`config.mk`:
```
export PLATFORM = sky130hd
export DESIGN_NAME = serial_alu_seq
export DESIGN_NICKNAME = d
export VERILOG_FILES = /design/src/rtl/serial_alu_seq.sv
export SDC_FILE = /design/constraint.sdc
export NUM_CORES = 1
export LEC_CHECK = 0
export ABC_AREA = 1
export ABC_CLOCK_PERIOD_IN_PS = 1500
export CAP_MARGIN = 30
export CORE_ASPECT_RATIO = 1.75
export CORE_UTILIZATION = 35
export CTS_BUF_LIST = sky130_fd_sc_hd__clkbuf_8
export CTS_CLUSTER_SIZE = 10
export DETAILED_ROUTE_END_ITERATION = 8
export GPL_TIMING_DRIVEN = 0
export MAX_ROUTING_LAYER = met4
export SYNTH_ARGS = -nofsm -noshare
export SYNTH_HDL_FRONTEND = slang
export SYNTH_SLANG_ARGS = --single-unit
```
`constraint.sdc`:
```
create_clock -name clk -period 1.5 [get_ports clk]
set_input_delay 0.3 -clock clk [delete_from_list [all_inputs] [get_ports clk]]
set_output_delay 0.3 -clock clk [all_outputs]
set_load 0.02 [all_outputs]
```
`src/rtl/serial_alu_seq.sv`:
```
// serial_alu_seq: bit-serial LSB-first ALU with start/done handshake; SERIAL_ALU_OVF_EN adds an overflow output
module serial_alu_seq #(
  parameter int WIDTH = 8
) (
  input  logic             clk,
  input  logic             rst_n,
  input  logic             start,
  input  logic             mode,
  input  logic [1:0]       select,
  input  logic [WIDTH-1:0] a,
  input  logic [WIDTH-1:0] b,
  output logic             busy,
  output logic             done,
  output logic [WIDTH-1:0] result,
  output logic             carry_out,
`ifdef SERIAL_ALU_OVF_EN
  output logic             overflow,
`endif
  output logic             zero
);
  localparam int CW = $clog2(WIDTH);
  typedef enum logic {IDLE, RUN} state_t;
  state_t state_q, state_d;
  logic [WIDTH-1:0] a_q, a_d, b_q, b_d, sr_q, sr_d, res_q, res_d, sr_w;
  logic [CW-1:0] cnt_q, cnt_d;
  logic [1:0] sel_q, sel_d;
  logic mode_q, mode_d, c_q, c_d, co_q, co_d, z_q, z_d, done_q, done_d;
  logic x, y, bit_r, c_n, last;
`ifdef SERIAL_ALU_OVF_EN
  logic ovf_q, ovf_d;
  assign overflow = ovf_q;
`endif
  assign busy = state_q == RUN;
  assign done = done_q;
  assign result = res_q;
  assign carry_out = co_q;
  assign zero = z_q;
  always_comb begin
    x = a_q[0];
    y = sel_q[1] ? sel_q[0] : b_q[0] ^ sel_q[0];
    bit_r = mode_q ? x ^ y ^ c_q :
            sel_q == 2'b00 ? x & b_q[0] :
            sel_q == 2'b01 ? x | b_q[0] :
            sel_q == 2'b10 ? x ^ b_q[0] : ~x;
    c_n = mode_q & ((x & y) | (x & c_q) | (y & c_q));
    last = cnt_q == CW'(WIDTH - 1);
    sr_w = {bit_r, sr_q[WIDTH-1:1]};
    state_d = state_q;
    a_d = a_q;
    b_d = b_q;
    sr_d = sr_q;
    res_d = res_q;
    cnt_d = cnt_q;
    sel_d = sel_q;
    mode_d = mode_q;
    c_d = c_q;
    co_d = co_q;
    z_d = z_q;
    done_d = 1'b0;
`ifdef SERIAL_ALU_OVF_EN
    ovf_d = ovf_q;
`endif
    if (state_q == IDLE && start) begin
      a_d = a;
      b_d = b;
      mode_d = mode;
      sel_d = select;
      cnt_d = '0;
      c_d = mode & (select[0] ^ select[1]);
      state_d = RUN;
    end else if (state_q == RUN) begin
      sr_d = sr_w;
      a_d = a_q >> 1;
      b_d = b_q >> 1;
      c_d = c_n;
      cnt_d = cnt_q + 1'b1;
      if (last) begin
        res_d = sr_w;
        co_d = c_n;
        z_d = sr_w == '0;
        done_d = 1'b1;
        state_d = IDLE;
`ifdef SERIAL_ALU_OVF_EN
        ovf_d = mode_q & (c_q ^ c_n);
`endif
      end
    end
  end
  always_ff @(posedge clk or negedge rst_n) begin
    if (!rst_n) begin
      state_q <= IDLE;
      a_q <= '0;
      b_q <= '0;
      sr_q <= '0;
      res_q <= '0;
      cnt_q <= '0;
      sel_q <= '0;
      mode_q <= 1'b0;
      c_q <= 1'b0;
      co_q <= 1'b0;
      z_q <= 1'b0;
      done_q <= 1'b0;
`ifdef SERIAL_ALU_OVF_EN
      ovf_q <= 1'b0;
`endif
    end else begin
      state_q <= state_d;
      a_q <= a_d;
      b_q <= b_d;
      sr_q <= sr_d;
      res_q <= res_d;
      cnt_q <= cnt_d;
      sel_q <= sel_d;
      mode_q <= mode_d;
      c_q <= c_d;
      co_q <= co_d;
      z_q <= z_d;
      done_q <= done_d;
`ifdef SERIAL_ALU_OVF_EN
      ovf_q <= ovf_d;
`endif
    end
  end
endmodule

```
# --- Yosys cells after proc, flatten, opt, wreduce, memory -nomap -nowiden ---
# Index checks and enable logic that the tools add are counted.
totals:
  wordCells: 58
  input_bits: 22
  register_bits: 43
  out_inout_bits: 12
op_classes:
  eq_ne: 3
  n_addsub: 1
  bitwise_logic: 17
  mux: 19
  n_reduce_logical: 6
ops:
  columns: ["operator", "n"]
  rows:
  - ["2-to-1 mux 8 bit", 4]
  - ["2-to-1 mux 1 bit", 13]
  - ["zero test 8 bit", 1]
  - ["AND 1 bit", 6]
  - ["2-to-1 mux 3 bit", 2]
  - ["bitwise XOR 1 bit", 5]
  - ["adder 3 x 1 -> 3 bit (second input constant)", 1]
  - ["equality test 3 bit (second input constant)", 1]
  - ["NOT 1 bit", 3]
  - ["bitwise OR 1 bit", 3]
  - ["AND reduction 3 bit", 1]
  - ["equality test 2 x 1 -> 1 bit (second input constant)", 1]
  - ["equality test 2 bit (second input constant)", 1]
  - ["zero test 2 bit", 1]
  - ["AND reduction 2 bit", 1]
  - ["nonzero test 2 bit", 1]
  - ["logical AND 1 bit", 1]

# --- Depth between registers and ports, before layout ---
# Gate-level depths: netlist of run 1.
logic_depth:
  word_depth: 8
  mapped_depth: 10
  depth_no_buf: 10

# --- Worst setup path before layout of run 1 ---
# No wires, ideal clock.
synth_path:
  kind: "reg-to-reg"
  startpoint: "reg sel_q[0]"
  endpoint: "reg res_q[7], in the netlist result[7]"
  arrival_time_ns: 1.330
  t_required_ns: 1.383
  path_buffers: 0
  stages_incl_launch_ff: 10
  synth_period_minus_slack_ns: 1.446
  setup_ns: 0.117
  slack_ns: 0.054
  cell_sequence: "dfrtp_1 inv_1 nand2_1 nand3_1 o21ai_0 fa_1 nand2_1 nand2_1 nand2_1 nand2_1"
synth_between:
  elab_chain_len: 5
  word_cells_on_any_way: 11
  classes_between: "2 x eq/ne; 5 x mux; 3 x bitwise; 1 x reduce/logical"
synth_rtl:
  columns: ["element", "line_no", "rtl"]
  rows:
  - ["start, declared", "26", "logic [1:0] sel_q, sel_d;"]
  - ["start signal, assigned", "113", "sel_q <= sel_d;"]
  - ["equality test 2 bit or bitwise XOR 1 bit (tied branches)", "44, 40", null]
  - ["2-to-1 mux 1 bit (on tied branches)", "44, 40", null]
  - ["2-to-1 mux 1 bit or bitwise XOR 1 bit (tied branches)", "43, 41", null]
  - ["2-to-1 mux 1 bit or bitwise XOR 1 bit (tied branches)", "42, 41", null]
  - ["2-to-1 mux 1 bit *", "41", "bit_r = mode_q ? x ^ y ^ c_q :"]
  - ["end signal, assigned", "111", "res_q <= res_d;"]
  - ["end, declared", "24", "logic [WIDTH-1:0] a_q, a_d, b_q, b_d, sr_q, sr_d, res_q, res_d, sr_w;"]
# Mark *: on every way between the ends. The rest lies on a longest branch, timed or not.
# A chain may end at the register's enable or synchronous reset.

# --- Worst setup path after layout of run 1 ---
layout_path:
  startpoint: "reg sel_q[1]"
  endpoint: "reg sr_q[7]"
layout_between:
  elab_chain_len: 5
  word_cells_on_any_way: 10
  classes_between: "2 x eq/ne; 5 x mux; 2 x bitwise; 1 x reduce/logical"
layout_rtl:
  columns: ["element", "line_no", "rtl"]
  rows:
  - ["equality test 2 bit", "44", "sel_q == 2'b10 ? x ^ b_q[0] : ~x;"]
  - ["2-to-1 mux 1 bit", "44", null]
  - ["2-to-1 mux 1 bit", "43", "sel_q == 2'b01 ? x | b_q[0] :"]
  - ["2-to-1 mux 1 bit", "42", "sel_q == 2'b00 ? x & b_q[0] :"]
  - ["2-to-1 mux 1 bit *", "41", null]
  - ["end signal, assigned", "110", "sr_q <= sr_d;"]
  - ["end, declared", "24", null]
# Marks and branches as above.

==> results of run 1 <==
==> cells by family after synthesis <==
| group | count (synthesis) | synth area share |
|---|---|---|
| AOI/OAI and AO/OA | 38 | 0.137 |
| DFF | 42 | 0.576 |
| buffers and inverters | 35 | 0.0830 |
| and+or+nand+nor | 70 | 0.160 |
| adders and majority gates | 5 | 0.0384 |
| xor gates and xnor gates | 1 | 0.00480 |
==> cell usage in the layout (no fill, tap or decap), types with 2 or more instances in the layout <==
cell type        instances
ha_1                     4
nand3_1                  3
o21ai_1                  4
nand2_1                 52
o221ai_1                12
inv_1                   25
o21ai_0                 15
nand2_2                  5
a22o_1                   2
dfrtp_1                 42
buf_4                    7
buf_2                    4
o211ai_1                 2
buf_6                    2
inv_2                    2
dlygate4sd2_1           12
clkdlybuf4s50_1         20
clkbuf_8                 6
nor2_1                   4
clkinv_2                 2
==> worst max-delay path: cells and delay by family, from the launching register on <==
family	cells	cell delay (ns)
simple gates	6	0.43
compound gates	1	0.06
flops	1	0.43
fa+ha+maj	1	0.45
buf+inv	1	0.07
==> cell type report <==
| type | instances | area, µm² | area share |
|---|---|---|---|
| Tap cell | 54 | 67.6 | 0.0281 |
| Timing Repair Buffer | 41 | 385 | 0.161 |
| Clock inverter | 2 | 12.5 | 0.00521 |
| Clock buffer | 6 | 82.6 | 0.0344 |
| Sequential cell | 42 | 1050 | 0.438 |
| Inverter | 28 | 106 | 0.0443 |
| Multi-Input combinational cell | 114 | 646 | 0.269 |
| Buffer | 7 | 50.0 | 0.0208 |
==> worst paths after layout <==
check	depth (start not counted)	slack [ns]	from	endpoint
worst min register to register	2	0.48	result[0]$_DFFE_PN0P_	result[0]$_DFFE_PN0P_
worst max register to register	9	-0.02	sel_q[1]$_DFFE_PN0P_	sr_q[7]$_DFFE_PN0P_
max in group asynchronous	3	0.71	rst_n	zero$_DFFE_PN0P_
min in group clk	2	0.48	result[0]$_DFFE_PN0P_	result[0]$_DFFE_PN0P_
worst min-delay path	2	0.36	rst_n	done$_DFF_PN0_
worst max-delay path	9	-0.02	sel_q[1]$_DFFE_PN0P_	sr_q[7]$_DFFE_PN0P_
==> metrics by stage <==
step | instances | instance area, µm²
detailed placement | 279 | 2240
finish | 294 | 2400
CTS | 293 | 2370
global route | 294 | 2400
global placement | 278 | 2220
floorplan | 191 | 1820
==> routing by layer <==
metal / vias to the layer above / wire length, µm
met2: 30 / 1990
met5: - / 0
met3: 5 / 123
met1: 700 / 1480
met4: 0 / 65
li1: 719 / -
==> registers in the layout, indices dropped and copies added (netlist names) <==
signal / count
result: 8
sel_q: 2
c_q: 1
done: 1
a_q: 8
sr_q: 7
mode_q: 1
busy: 1
carry_out: 1
cnt_q: 3
b_q: 8
zero: 1
==> repair_timing <==
action | in CTS | in global routing
buffers inserted | 5 | 1
endpoints found under the setup margin | 22 | 16
endpoints found under the hold margin | 5 | 0
hold buffers | 1 | 0
pin swaps | 3 | 2
gates resized for setup | 16 | 11
==> power by group through the flow <==
stage	Combinational [W]	Sequential (W)	Clock, W
floorplan	0.00108	0.00199	0
detailed placement	0.00188	0.00188	0
global placement	0.00184	0.00187	0
CTS	0.00193	0.00185	0.000782
global route	0.00226	0.00191	0.000831
finish	0.00199	0.00186	0.000755
==> flow_summary_export.csv, run 1 <==
group,metric,value,unit
run_status,outcome,"complete, but fails checks",
run_status,violations,"setup timing",
logic_synthesis,yosys.area.top_type,"dfrtp_1",
floorplan,dieHeight,97.5,µm
power,power_density,1920,nW/µm²
placement,post-place-ws,-0.120,ns
power,p_int,0.00281,W
power,p_leak,1.14,nW
route,drt_iter0_markers,21,
power,ir_drop,1.14,mV
clock_network,tritoncts,"built",
placement,globalplace.congestion,0.740,
logic_synthesis,synth_top_area_share,0.576,
logic_synthesis,avgSynthCellArea,9.55,µm²
clock_network,cts_sinks,42,
setup_path,slowest_stage,"fa_1",
clock_network,cts_buffers,5,
clock_network,clk_latency,0.30,ns
setup_path,cp_common_cell,"nand2_1",
job,drv_cap,0,
global_routing,use_met2,0.275,
clock_network,root_buffer,"clkbuf_8",
setup_path,crit_chain,"inv_2 -> nand2_1 -> nand3_2 -> o21ai_4 -> fa_1 -> nand2_2 -> nand2_2 -> nand2_1 -> nand2_1",
route,antenna_left,0,
placement,portBuffers,33,
setup_path,worstPathRequired,1.70,ns
route,routed_wl,3.66,mm
global_routing,met3_usage,0.0333,
sta,fmaxAchievable,657,MHz
sta,finalSetupViolCount,3,
setup_path,crit_path_end_kind,"flop",
sta,setup_ws,-0.0224,ns
power,pwr-share-seq,0.403,
global_routing,grt_pass1_wl,6.56,mm
setup_path,cpPeakStageDelay,0.45,ns
clock_network,cts.clk_slew.worst_paths,0.08,ns
power,netSwitchingPower,0.00179,W
placement,dp_hpwl,2.69,mm
global_routing,gr-max-usage-layer,"met2",
global_routing,grt_usage,0.157,
setup_path,cp_max_fo,3,
global_routing,antenna_found_initial,0,
logic_synthesis,synth.cell_area,1820,µm²
cells_and_area,fin_nets,266,
logic_synthesis,syn_nets,218,
clock_network,max-clock-path-buffers,2,
power,p_clk_frac,0.164,
floorplan,die-area,5520,µm²
logic_synthesis,ys_top_cells_by_area,"dfrtp_1, nand2_1, o221ai_1, inv_1, o21ai_0",
cells_and_area,insertedDiodeCount,0,
route,drc,0,
power,design_power_total,0.00460,W
setup_path,start_kind,"flop",
logic_synthesis,synth_most_common_cell,"nand2_1",
cells_and_area,fillers,489,
sta,worst_slew_margin_rel,0.836,
sta,fin_skew,0.00910,ns
power,swShare,0.388,
logic_synthesis,synth-async-reset-ratio,1.00,
floorplan,io_pins,34,
route,wire_per_inst,12.4,µm
global_routing,use_met1,0.168,
logic_synthesis,synthFlopType,"dfrtp_1",
cells_and_area,fin_util,0.482,
global_routing,grt_overflow,0,
global_routing,grt_pass1_vias,1476,
worst_hold_path,worst_hold_path_type,"in -> async",
sta,hold_viol_final,0,
cells_and_area,syn_to_final_growth,31.6,%
sta,tns,-0.0501,ns
global_routing,grt_max_degree,38,
floorplan,initial_core_util,0.367,
logic_synthesis,ys.warnings.count,0,
setup_path,path_class,"reg -> reg",
logic_synthesis,synth_edf_count,0,
clock_network,htree_levels,2,
setup_path,cp.arrival,1.72,ns
floorplan,die_w,56.6,µm
logic_synthesis,synth-seq-area-share,0.576,
sta,hold-worst-slack,0.359,ns
logic_synthesis,postSynthCellCount,191,
sta,rsz0062_at_grt,"true",
floorplan,coreArea,4980,µm²
route,vias,1454,
logic_synthesis,ys_seq_elements,42,
sta,finalCriticalPeriod,1.52,ns
sta,drv_slew,0,
power,power_frac_comb,0.433,
sta,period_share,1.01,
route,viasPerCell,4.95,
floorplan,row_count,34,
logic_synthesis,synth_cell_type_count,25,
route,drt-pass1-iter-count,4,
logic_synthesis,synth_commonest_cells,"nand2_1, dfrtp_1, inv_1",
cells_and_area,drive_above_1_share,0.150,
sta,max_slew.worst_pin.slew,0.247,ns
(Power assumes the default switching activity.)
==> run 2: changes to the inputs <==
- ABC_CLOCK_PERIOD_IN_PS: 1500 -> not set
- TNS_END_PERCENT: not set -> 1
==> run 2 against run 1 <==
Effect of this change:
- the run still ends with setup timing left
- critical path depth did not move
- flip-flop and latch count stayed put
- non-clock buffer count down 2
- final area is 0.89% lower
- maximum frequency down 0.83%
- cell count down 0.68%
- worst setup slack worse by 0.013 ns
- combinational power down 4%
- register-to-register slack barely moved
- critical path type unchanged
==> flow_summary_export.csv, run 2 (synthesis results as in run 1) <==
group,metric,value,unit
sta,drv_slew,0,
cells_and_area,syn_to_final_growth,30.5,%
sta,period_share,1.02,
floorplan,die_w,56.6,µm
setup_path,r2r_cells,9,
placement,dp_hpwl,2.69,mm
setup_path,slowest_stage,"fa_1",
cells_and_area,fin_nets,264,
floorplan,dieHeight,97.5,µm
route,drc,0,
setup_path,cp_max_fo,4,
route,drt-pass1-iter-count,4,
route,wire_per_inst,12.4,µm
setup_path,r2r_slack,-0.04,ns
floorplan,die-area,5520,µm²
clock_network,clk_latency,0.30,ns
setup_path,cpPeakStageDelay,0.47,ns
clock_network,root_buffer,"clkbuf_8",
worst_hold_path,worst_hold_path_type,"in -> async",
sta,fin_skew,0.00971,ns
placement,globalplace.congestion,0.740,
sta,worst_slew_margin_rel,0.702,
cells_and_area,insertedDiodeCount,0,
global_routing,grt_pass1_wl,6.46,mm
placement,dpl_cell_area,2240,µm²
run_status,outcome,"complete, but fails checks",
power,p_leak,1.13,nW
setup_path,cp.arrival,1.73,ns
sta,rsz0062_at_grt,"true",
cells_and_area,drive_above_1_share,0.143,
clock_network,tritoncts,"built",
floorplan,initial_core_util,0.367,
setup_path,worstPathRequired,1.70,ns
global_routing,grt_overflow,0,
placement,post-place-ws,-0.120,ns
floorplan,row_count,34,
setup_path,cp_common_cell,"nand2_2",
power,power_density,1910,nW/µm²
sta,max_slew.worst_pin.slew,0.447,ns
cells_and_area,postLayoutCellArea,2380,µm²
setup_path,crit_chain,"inv_2 -> nand2_2 -> nand3_2 -> o21ai_2 -> fa_1 -> nand2_2 -> nand2_2 -> nand2_1 -> nand2_1",
route,routed_wl,3.61,mm
job,drv_cap,0,
cells_and_area,final_cell_mix,"nand2_1, dfrtp_1, inv_1, clkdlybuf4s50_1, o21ai_0",
clock_network,max-clock-path-buffers,2,
sta,finalCriticalPeriod,1.54,ns
power,ir_drop,1.14,mV
clock_network,cts_sinks,42,
clock_network,cts.clk_slew.worst_paths,0.08,ns
global_routing,antenna_found_initial,0,
setup_path,crit_path_end_kind,"flop",
global_routing,grt_usage,0.154,
global_routing,grt_pass1_vias,1432,
setup_path,r2r_end,"sr_q[7]$_DFFE_PN0P_",
setup_path,start_kind,"flop",
setup_path,path_class,"reg -> reg",
sta,finalSetupViolCount,3,
floorplan,io_pins,34,
route,drt_iter0_markers,20,
cells_and_area,final_common_cell,"nand2_1",
sta,hold_viol_final,0,
global_routing,grt_max_degree,38,
sta,setup_ws,-0.0351,ns
floorplan,coreArea,4980,µm²
run_status,violations,"setup timing",
route,antenna_left,0,
clock_network,cts_buffers,5,
clock_network,htree_levels,2,
sta,fmaxAchievable,651,MHz
setup_path,r2r-start,"sel_q[1]$_DFFE_PN0P_",
route,viasPerCell,4.90,
route,vias,1432,
placement,portBuffers,33,
run 2: changes by cell type in the layout (fill, tap and decap cells not counted):
cell / change
buf_4: -2
clkbuf_1: +1
clkbuf_2: -1
nand2_1: -1
nand2_2: +1
o21ai_2: +1
o21ai_4: -1
run 2: layer usage:
layer	GRT usage	share of wire	wire length, µm
met1	0.168	0.41	1480
met2	0.271	0.54	1950
met3	0.0320	0.034	123
met4	0.0563	0.018	65
met5	-	0	0
run 2: how the worst max path moves through the flow:
stage,from,to,slack (ns),depth (start not counted)
floorplan,sel_q[0]$_DFFE_PN0P_,result[7]$_DFFE_PN0P_,0.05,9
global placement,rst_n,result[0]$_DFFE_PN0P_,-0.97,1
detailed placement,start,a_q[5]$_DFFE_PN0P_,-0.12,5
CTS,sel_q[0]$_DFFE_PN0P_,result[7]$_DFFE_PN0P_,-0.07,9
global route,sel_q[0]$_DFFE_PN0P_,sr_q[7]$_DFFE_PN0P_,-0.15,9
finish,sel_q[1]$_DFFE_PN0P_,sr_q[7]$_DFFE_PN0P_,-0.04,9
run 2: worst max-delay path, delay by kind of cell, from the launching register on:
family	cells	cell delay, ns
AOI/OAI and AO/OA	1	0.06
adders and majority gates	1	0.47
buffers and inverters	1	0.08
DFF	1	0.43
and+or+nand+nor	6	0.40
run 2: through the flow:
| stage | setup TNS (ns) | instances | total power (W) | util | hold WS [ns] |
|---|---|---|---|---|---|
| 2_1_floorplan | 0 | 191 | 0.00308 | - | 0.00441 |
| 3_3_place_gp | -41.81 | 278 | 0.00371 | 0.446 | 0.466 |
| 4_1_cts | -0.521 | 288 | 0.00446 | 0.468 | 0.358 |
| 5_1_grt | -0.536 | 292 | 0.00494 | 0.478 | 0.348 |
| 6_report | -0.104 | 292 | 0.00453 | 0.478 | 0.359 |
| 3_5_place_dp | -1.35 | 279 | 0.00376 | 0.449 | 0.146 |
run 2: report_power, final:
part,switching (W),internal (W),leakage [nW]
Combinational,0.00112,0.000801,0.539
Clock,0.000383,0.000370,0.0472
Sequential,0.000259,0.00160,0.541
run 2: cell type report:
cell class | instances | area [µm²]
Clock buffer | 6 | 82.6
Inverter | 28 | 106
Fill cell | 489 | 2600
Sequential cell | 42 | 1050
Multi-Input combinational cell | 114 | 641
Timing Repair Buffer | 39 | 370
Clock inverter | 2 | 12.5
Buffer | 7 | 48.8
Tap cell | 54 | 67.6
run 2: what timing repair did:
action                                  in CTS  in global routing
endpoints found under the setup margin      22                 18
resized for setup                           15                 11
buffers inserted                             0                  4
hold buffers                                 1                  0
endpoints found under the hold margin        5                  0
pin swaps                                    0                  3
==> run 3: changes to the inputs <==
- PLACE_DENSITY: not set -> 0.59
- clock period: 1.5 -> 1.7 ns (I/O delays scaled with it)
==> run 3 against run 2 <==
Effect of this change:
- the run now ends clean
- non-clock buffer count shrank 2
- total power shrank 9.2%
- sequential share of layout area shrank 0.070 points
- worst hold slack gained 0.032 ns
- clock skew shrank 0.00060 ns
- critical path type is now reg -> out
- largest power group unchanged
==> flow_summary_export.csv, run 3 (synthesis results as in run 1) <==
group,metric,value,unit
sta,worst_slew_margin_rel,0.705,
global_routing,grt_pass1_vias,1413,
floorplan,io_pins,34,
sta,fin_skew,0.00911,ns
global_routing,antenna_found_initial,0,
placement,dpl_cell_area,2240,µm²
power,swShare,0.374,
sta,finalSetupViolCount,0,
clock_network,cts_buffers,5,
clock_network,clk_latency,0.30,ns
clock_network,tritoncts,"built",
setup_path,r2r_slack,0.16,ns
setup_path,path_class,"reg -> out",
power,pwr-share-seq,0.397,
setup_path,crit_chain,"clkdlybuf4s50_1",
sta,max_slew.worst_pin.slew,0.442,ns
placement,globalplace.congestion,0.743,
sta,finalCriticalPeriod,1.60,ns
route,antenna_left,0,
floorplan,dieHeight,97.5,µm
clock_network,cts.clk_slew.worst_paths,0.09,ns
setup_path,start_kind,"flop",
setup_path,crit_family,"buffers and inverters",
floorplan,row_count,34,
setup_path,cp_max_fo,2,
sta,hold_viol_final,0,
global_routing,grt_usage,0.155,
sta,rsz0062_at_grt,"true",
sta,drv_slew,0,
route,drt-pass1-iter-count,4,
cells_and_area,insertedDiodeCount,0,
route,routed_wl,3.57,mm
setup_path,slowest_stage,"clkdlybuf4s50_1",
run_status,outcome,"finished clean",
global_routing,grt_max_degree,38,
setup_path,cpPeakStageDelay,0.61,ns
power,p_clk_frac,0.193,
setup_path,crit_path_end_kind,"output pin",
setup_path,cp.arrival,1.26,ns
global_routing,grt_overflow,0,
clock_network,root_buffer,"clkbuf_8",
power,p_leak,1.08,nW
power,ir_drop,1.08,mV
setup_path,r2r_end,"result[7]$_DFFE_PN0P_",
placement,dp_hpwl,2.71,mm
route,drc,0,
power,netSwitchingPower,0.00154,W
sta,period_share,0.941,
floorplan,initial_core_util,0.367,
clock_network,htree_levels,2,
global_routing,grt_pass1_wl,6.42,mm
route,wire_per_inst,12.3,µm
cells_and_area,drive_above_1_share,0.114,
setup_path,r2r_cells,9,
setup_path,cp-startpoint,"result[7]$_DFFE_PN0P_",
floorplan,die-area,5520,µm²
cells_and_area,postLayoutCellArea,2380,µm²
clock_network,max-clock-path-buffers,2,
route,drt_iter0_markers,18,
power,p_int,0.00258,W
cells_and_area,final_common_cell,"nand2_1",
sta,hold-worst-slack,0.391,ns
route,vias,1404,
clock_network,cts_sinks,42,
job,drv_cap,0,
floorplan,coreArea,4980,µm²
power,power_frac_comb,0.410,
setup_path,r2r-start,"sel_q[0]$_DFFE_PN0P_",
placement,portBuffers,33,
worst_hold_path,worst_hold_path_type,"in -> async",
cells_and_area,fin_nets,262,
floorplan,die_w,56.6,µm
setup_path,worstPathRequired,1.36,ns
sta,fmaxAchievable,625,MHz
route,viasPerCell,4.84,
cells_and_area,syn_to_final_growth,30.7,%
setup_path,crit_buf_inv,1,
power,power_density,1730,nW/µm²
cells_and_area,final_cell_mix,"nand2_1, dfrtp_1, clkdlybuf4s50_1, inv_1, o21ai_0",
[run 3: changes by cell type in the layout (fill, tap and decap cells not counted), moves of 3 or more]
cell	change
clkdlybuf4s50_1	+11
dlygate4sd2_1	-11
nand2_1	+4
nand2_2	-4
buf_4	-3
[run 3: per-stage QoR]
stage,setup TNS [ns],total power (W),setup slack (ns),instances,util
2_1_floorplan,0,0.00272,0.254,191,-
3_3_place_gp,-34.66,0.00328,-0.827,278,0.446
3_5_place_dp,0,0.00332,0.0300,279,0.449
4_1_cts,0,0.00413,0.0623,288,0.474
5_1_grt,-0.000382,0.00447,-0.000382,290,0.479
6_report,0,0.00412,0.101,290,0.479
[run 3: what timing repair did]
item	4_1_cts	5_1_grt
hold endpoints to repair	5	0
hold buffers	1	0
resized for setup	1	5
setup buffers	0	2
setup endpoints to repair	1	4
[run 3: power groups by stage]
stage	combinational [W]	sequential (W)	clock [W]
floorplan	0.000957	0.00176	0
global placement	0.00163	0.00165	0
detailed placement	0.00167	0.00166	0
CTS	0.00167	0.00164	0.000818
global route	0.00194	0.00169	0.000849
finish	0.00169	0.00164	0.000795
[run 3: cell type report]
cell class / count / area, µm²
plain buffers: 7 / 45.0
repair buffers: 37 / 369
flip-flops and latches: 42 / 1050
well taps: 54 / 67.6
clock inverters: 3 / 45.0
fillers: 486 / 2590
clock buffers: 5 / 68.8
multi-input cells: 114 / 631
inverters: 28 / 106
[run 3: worst max-delay path by stage]
stage,cells after the start,endpoint,slack (ns)
detailed placement,5,a_q[5]$_DFFE_PN0P_,0.03
CTS,9,result[7]$_DFFE_PN0P_,0.06
finish,1,result[7],0.10
global route,6,result[6]$_DFFE_PN0P_,-0.0004
floorplan,9,result[7]$_DFFE_PN0P_,0.25
global placement,1,sel_q[0]$_DFFE_PN0P_,-0.83
[run 3: routing by layer]
| metal | vias up | global-route usage | wire length, µm |
|---|---|---|---|
| met1 | 649 | 0.169 | 1430 |
| met3 | 5 | 0.0320 | 111 |
| li1 | 715 | - | - |
| met2 | 35 | 0.268 | 1970 |
| met4 | 0 | 0.0619 | 63 |
| met5 | - | - | 0 |
==> RTL change 1 (flow settings as in run 2) <==
Put one more register stage on the output `result`, with the module's reset. The value now appears one clock later. The other outputs are not delayed to match.
--- a/src/rtl/serial_alu_seq.sv
+++ b/src/rtl/serial_alu_seq.sv
@@ -32,7 +32,13 @@
 `endif
   assign busy = state_q == RUN;
   assign done = done_q;
-  assign result = res_q;
+  always_ff @(posedge clk or negedge rst_n) begin
+    if (!rst_n) begin
+      result <= '0;
+    end else begin
+      result <= res_q;
+    end
+  end
   assign carry_out = co_q;
   assign zero = z_q;
   always_comb begin
Check against the original RTL: not equivalent (a bounded check fails within 10 cycles, from zero or initial values and one cycle with rst_n low).
==> RTL change 1 against run 2 <==
Global-route usage is 0.25 points higher. Worst setup slack got worse by 23 ps. Highest routed layer unchanged. Largest cell class unchanged. Synthesized area grew 11%. Sequential cell count is 8 higher. Critical endpoint unchanged. The flow still finishes with violations (setup timing). Largest power group is now registers. Utilization decreased by 1.2 points. Cell area is 9.5% higher. Total power grew 8.1%. Wire length up 9.3%.
==> RTL change 1: results <==
set metrics [dict create \
    run_status "finished, violations left" \
    violations "setup timing" \
    layout.cells.non_filler 324 \
    synth_area_leaders "dfrtp_1, nand2_1, o21ai_0" \
    final_area_um2 2610 \
    setup-tns-final_ps -169 \
    cellLeakagePower_nw 1.24 \
    power_frac_comb_pct 39.1 \
    synth_fp_nets 229 \
    worst_hold_slack_ps 383 \
    relSlewSlack_pct 72.4 \
    grt_pass1_wl_um 6870 \
    dpl.cell_count 312 \
    crit_path_start "sel_q[0]" \
    wl_met2_um 2170 \
    netSwitchingFraction_pct 37.6 \
    worstPathArrival_ps 1760 \
    met1_usage_pct 17.1 \
    grt_max_degree 35 \
    synth_commonest_cells "nand2_1, dfrtp_1, inv_1, o21ai_0, o211ai_1" \
    drtIter0Drc 46 \
    hold_path_class "reg -> reg" \
    nNetsFinal 274 \
    synthDistinctLibCells 24 \
    post_cts_buffers 1 \
    fin_ws_ps -58.4 \
    peakVddDrop_uv 698 \
    crit_fanout 3 \
    wl_um 3950 \
    grt_usage_pct 15.7 \
    numPortBuffers 33 \
    dpl_cell_area_um2 2470 \
    dp_hpwl_um 2890 \
    htree_levels 2 \
    synthCells 202 \
    preCtsSetupSlack_ps -109 \
    met3_usage_pct 3.01 \
    setup_viol 3 \
    skew_ps 4.05 \
    power_frac_seq_pct 44.3 \
    seq_area_frac_synth_pct 61.6 \
    grt_pass1_vias 1511 \
    met3_length_um 105 \
    avgViaCountPerCell 4.56 \
    p_int_mw 3.06 \
    drive_gt1_share_pct 14.5 \
    rr_endpoint "sr_q[7]" \
]
[RTL change 1: changes by cell type in the layout (fill, tap and decap cells not counted), moves of 2 or more]
cell / run 2 / this run
buf_4: 5 / 7
buf_6: 2 / 0
dfrtp_1: 42 / 50
inv_1: 25 / 20
nand2_1: 51 / 56
o211ai_1: 2 / 7
o21ai_0: 15 / 18
o21ai_1: 4 / 0
o221ai_1: 12 / 6
[RTL change 1: cell families (layout without fill, tap and decap cells)]
group | Yosys count | after routing | synth area share (%)
xor+xnor | 1 | 1 | 0.431
simple gates | 77 | 77 | 15.6
buf+inv | 32 | 78 | 7.14
compound gates | 37 | 37 | 11.8
fa+ha+maj | 5 | 5 | 3.45
flops | 50 | 50 | 61.6
[RTL change 1: layout make-up]
type,instances,area [um2]
clock inverters,2,12.5
clock buffers,6,82.6
inverters,24,95.1
repair buffers,38,363
plain buffers,8,50.0
flip-flops and latches,50,1250
multi-input cells,120,657
well taps,76,95.1
fillers,578,2980
==> RTL change 2 (settings of run 2) <==
Without the edit above. Set the parameter `WIDTH` to 16 (it was 8).
--- a/src/rtl/serial_alu_seq.sv
+++ b/src/rtl/serial_alu_seq.sv
@@ -1,6 +1,6 @@
 // serial_alu_seq: bit-serial LSB-first ALU with start/done handshake; SERIAL_ALU_OVF_EN adds an overflow output
 module serial_alu_seq #(
-  parameter int WIDTH = 8
+  parameter int WIDTH = 16
 ) (
   input  logic             clk,
   input  logic             rst_n,
Interface: changed (resized a, b and result); port bits go from 34 to 58. The function was not compared with the original's and may differ.
==> RTL change 2 against run 2 <==
The run still ends with setup timing left. Worst setup slack got worse by 24 ps. Total power increased by 75%. Utilization shrank 1.1 points. Synthesized area grew 80%. Worst hold slack got worse by 30 ps. Cell area grew 78%. Wire length increased by 97%. Sequential cell count is 33 higher. Critical path type unchanged. Critical endpoint is now zero. Largest cell class unchanged.
==> RTL change 2: results <==
set metrics [dict create \
    run_status "finished, violations left" \
    violations "setup timing" \
    preCtsSetupSlack_ps -141 \
    worst_hold_slack_ps 329 \
    dpl.cell_count 525 \
    met3_usage_pct 3.71 \
    met3_length_um 226 \
    seq_area_frac_synth_pct 57.1 \
    synth-xor-area-share_pct 0.267 \
    peakVddDrop_uv 731 \
    clock_latency_ps 360 \
    multiInputGateArea_um2 1150 \
    cts_made_buffers 9 \
    synth_fp_nets 389 \
    fin_ws_ps -59.4 \
    nNetsFinal 461 \
    numPortBuffers 57 \
    ff2ff_path_depth 8 \
    worst_pin_slew_ps 547 \
    final-clk-cell-share_pct 4.51 \
    grt_pass1_wl_um 12000 \
    met1_usage_pct 19.7 \
    drtIter0Drc 142 \
    htree_levels 3 \
    nNonClkInverters 43 \
    dp_hpwl_um 5270 \
    cellLeakagePower_nw 2.03 \
    synthDistinctLibCells 28 \
    buffer_area_share_pct 16.6 \
    wl_per_cell_um 13.1 \
    rr_endpoint "zero" \
    yosys.area_share.adder_pct 1.75 \
    ys_seq_elements 75 \
    grt_usage_pct 17.2 \
    crit_path_end "zero" \
    drive_gt1_share_pct 14.6 \
    grt_max_degree 65 \
    synth_area_leaders "dfrtp_1, nand2_1, inv_1" \
    nClkBuffers 13 \
    vias 2549 \
    worstPathArrival_ps 1800 \
    setup-tns-final_ps -153 \
    multi_input_gates 213 \
    setup_viol 3 \
    synth_commonest_cells "nand2_1, dfrtp_1, inv_1, o21ai_0" \
    avgViaCountPerCell 4.69 \
    ctsResizeCount 26 \
    globalplace.congestion 0.789 \
    skew_ps 6.80 \
    buffers 77 \
    synth_compound_area_share_pct 14.1 \
]
## RTL change 2: metrics by stage
| stage | cell area [um2] | power, mW |
|---|---|---|
| 3_5_place_dp | 4030 | 6.56 |
| 5_1_grt | 4240 | 8.58 |
| 6_report | 4240 | 7.91 |
| 2_1_floorplan | 3280 | 5.39 |
| 4_1_cts | 4220 | 7.93 |
| 3_3_place_gp | 4010 | 6.45 |
## RTL change 2: report_power, final
part	total (mW)	switching, mW	leakage [nW]	internal [mW]
combinational	3.14	1.90	0.952	1.24
sequential	3.29	0.452	0.971	2.84
clock	1.48	0.715	0.108	0.768
total	7.91	3.07	2.03	4.85
## RTL change 2: how the worst min path moves through the flow
stage	start	end	slack [ps]	cells after the start
6_report	rst_n	result[12]	330	2
3_5_place_dp	rst_n	result[11]	160	1
2_1_floorplan	rst_n	a_q[0]	4	0
5_1_grt	rst_n	result[11]	360	2
4_1_cts	rst_n	b_q[15]	330	2
3_3_place_gp	sr_q[2]	sr_q[1]	460	2
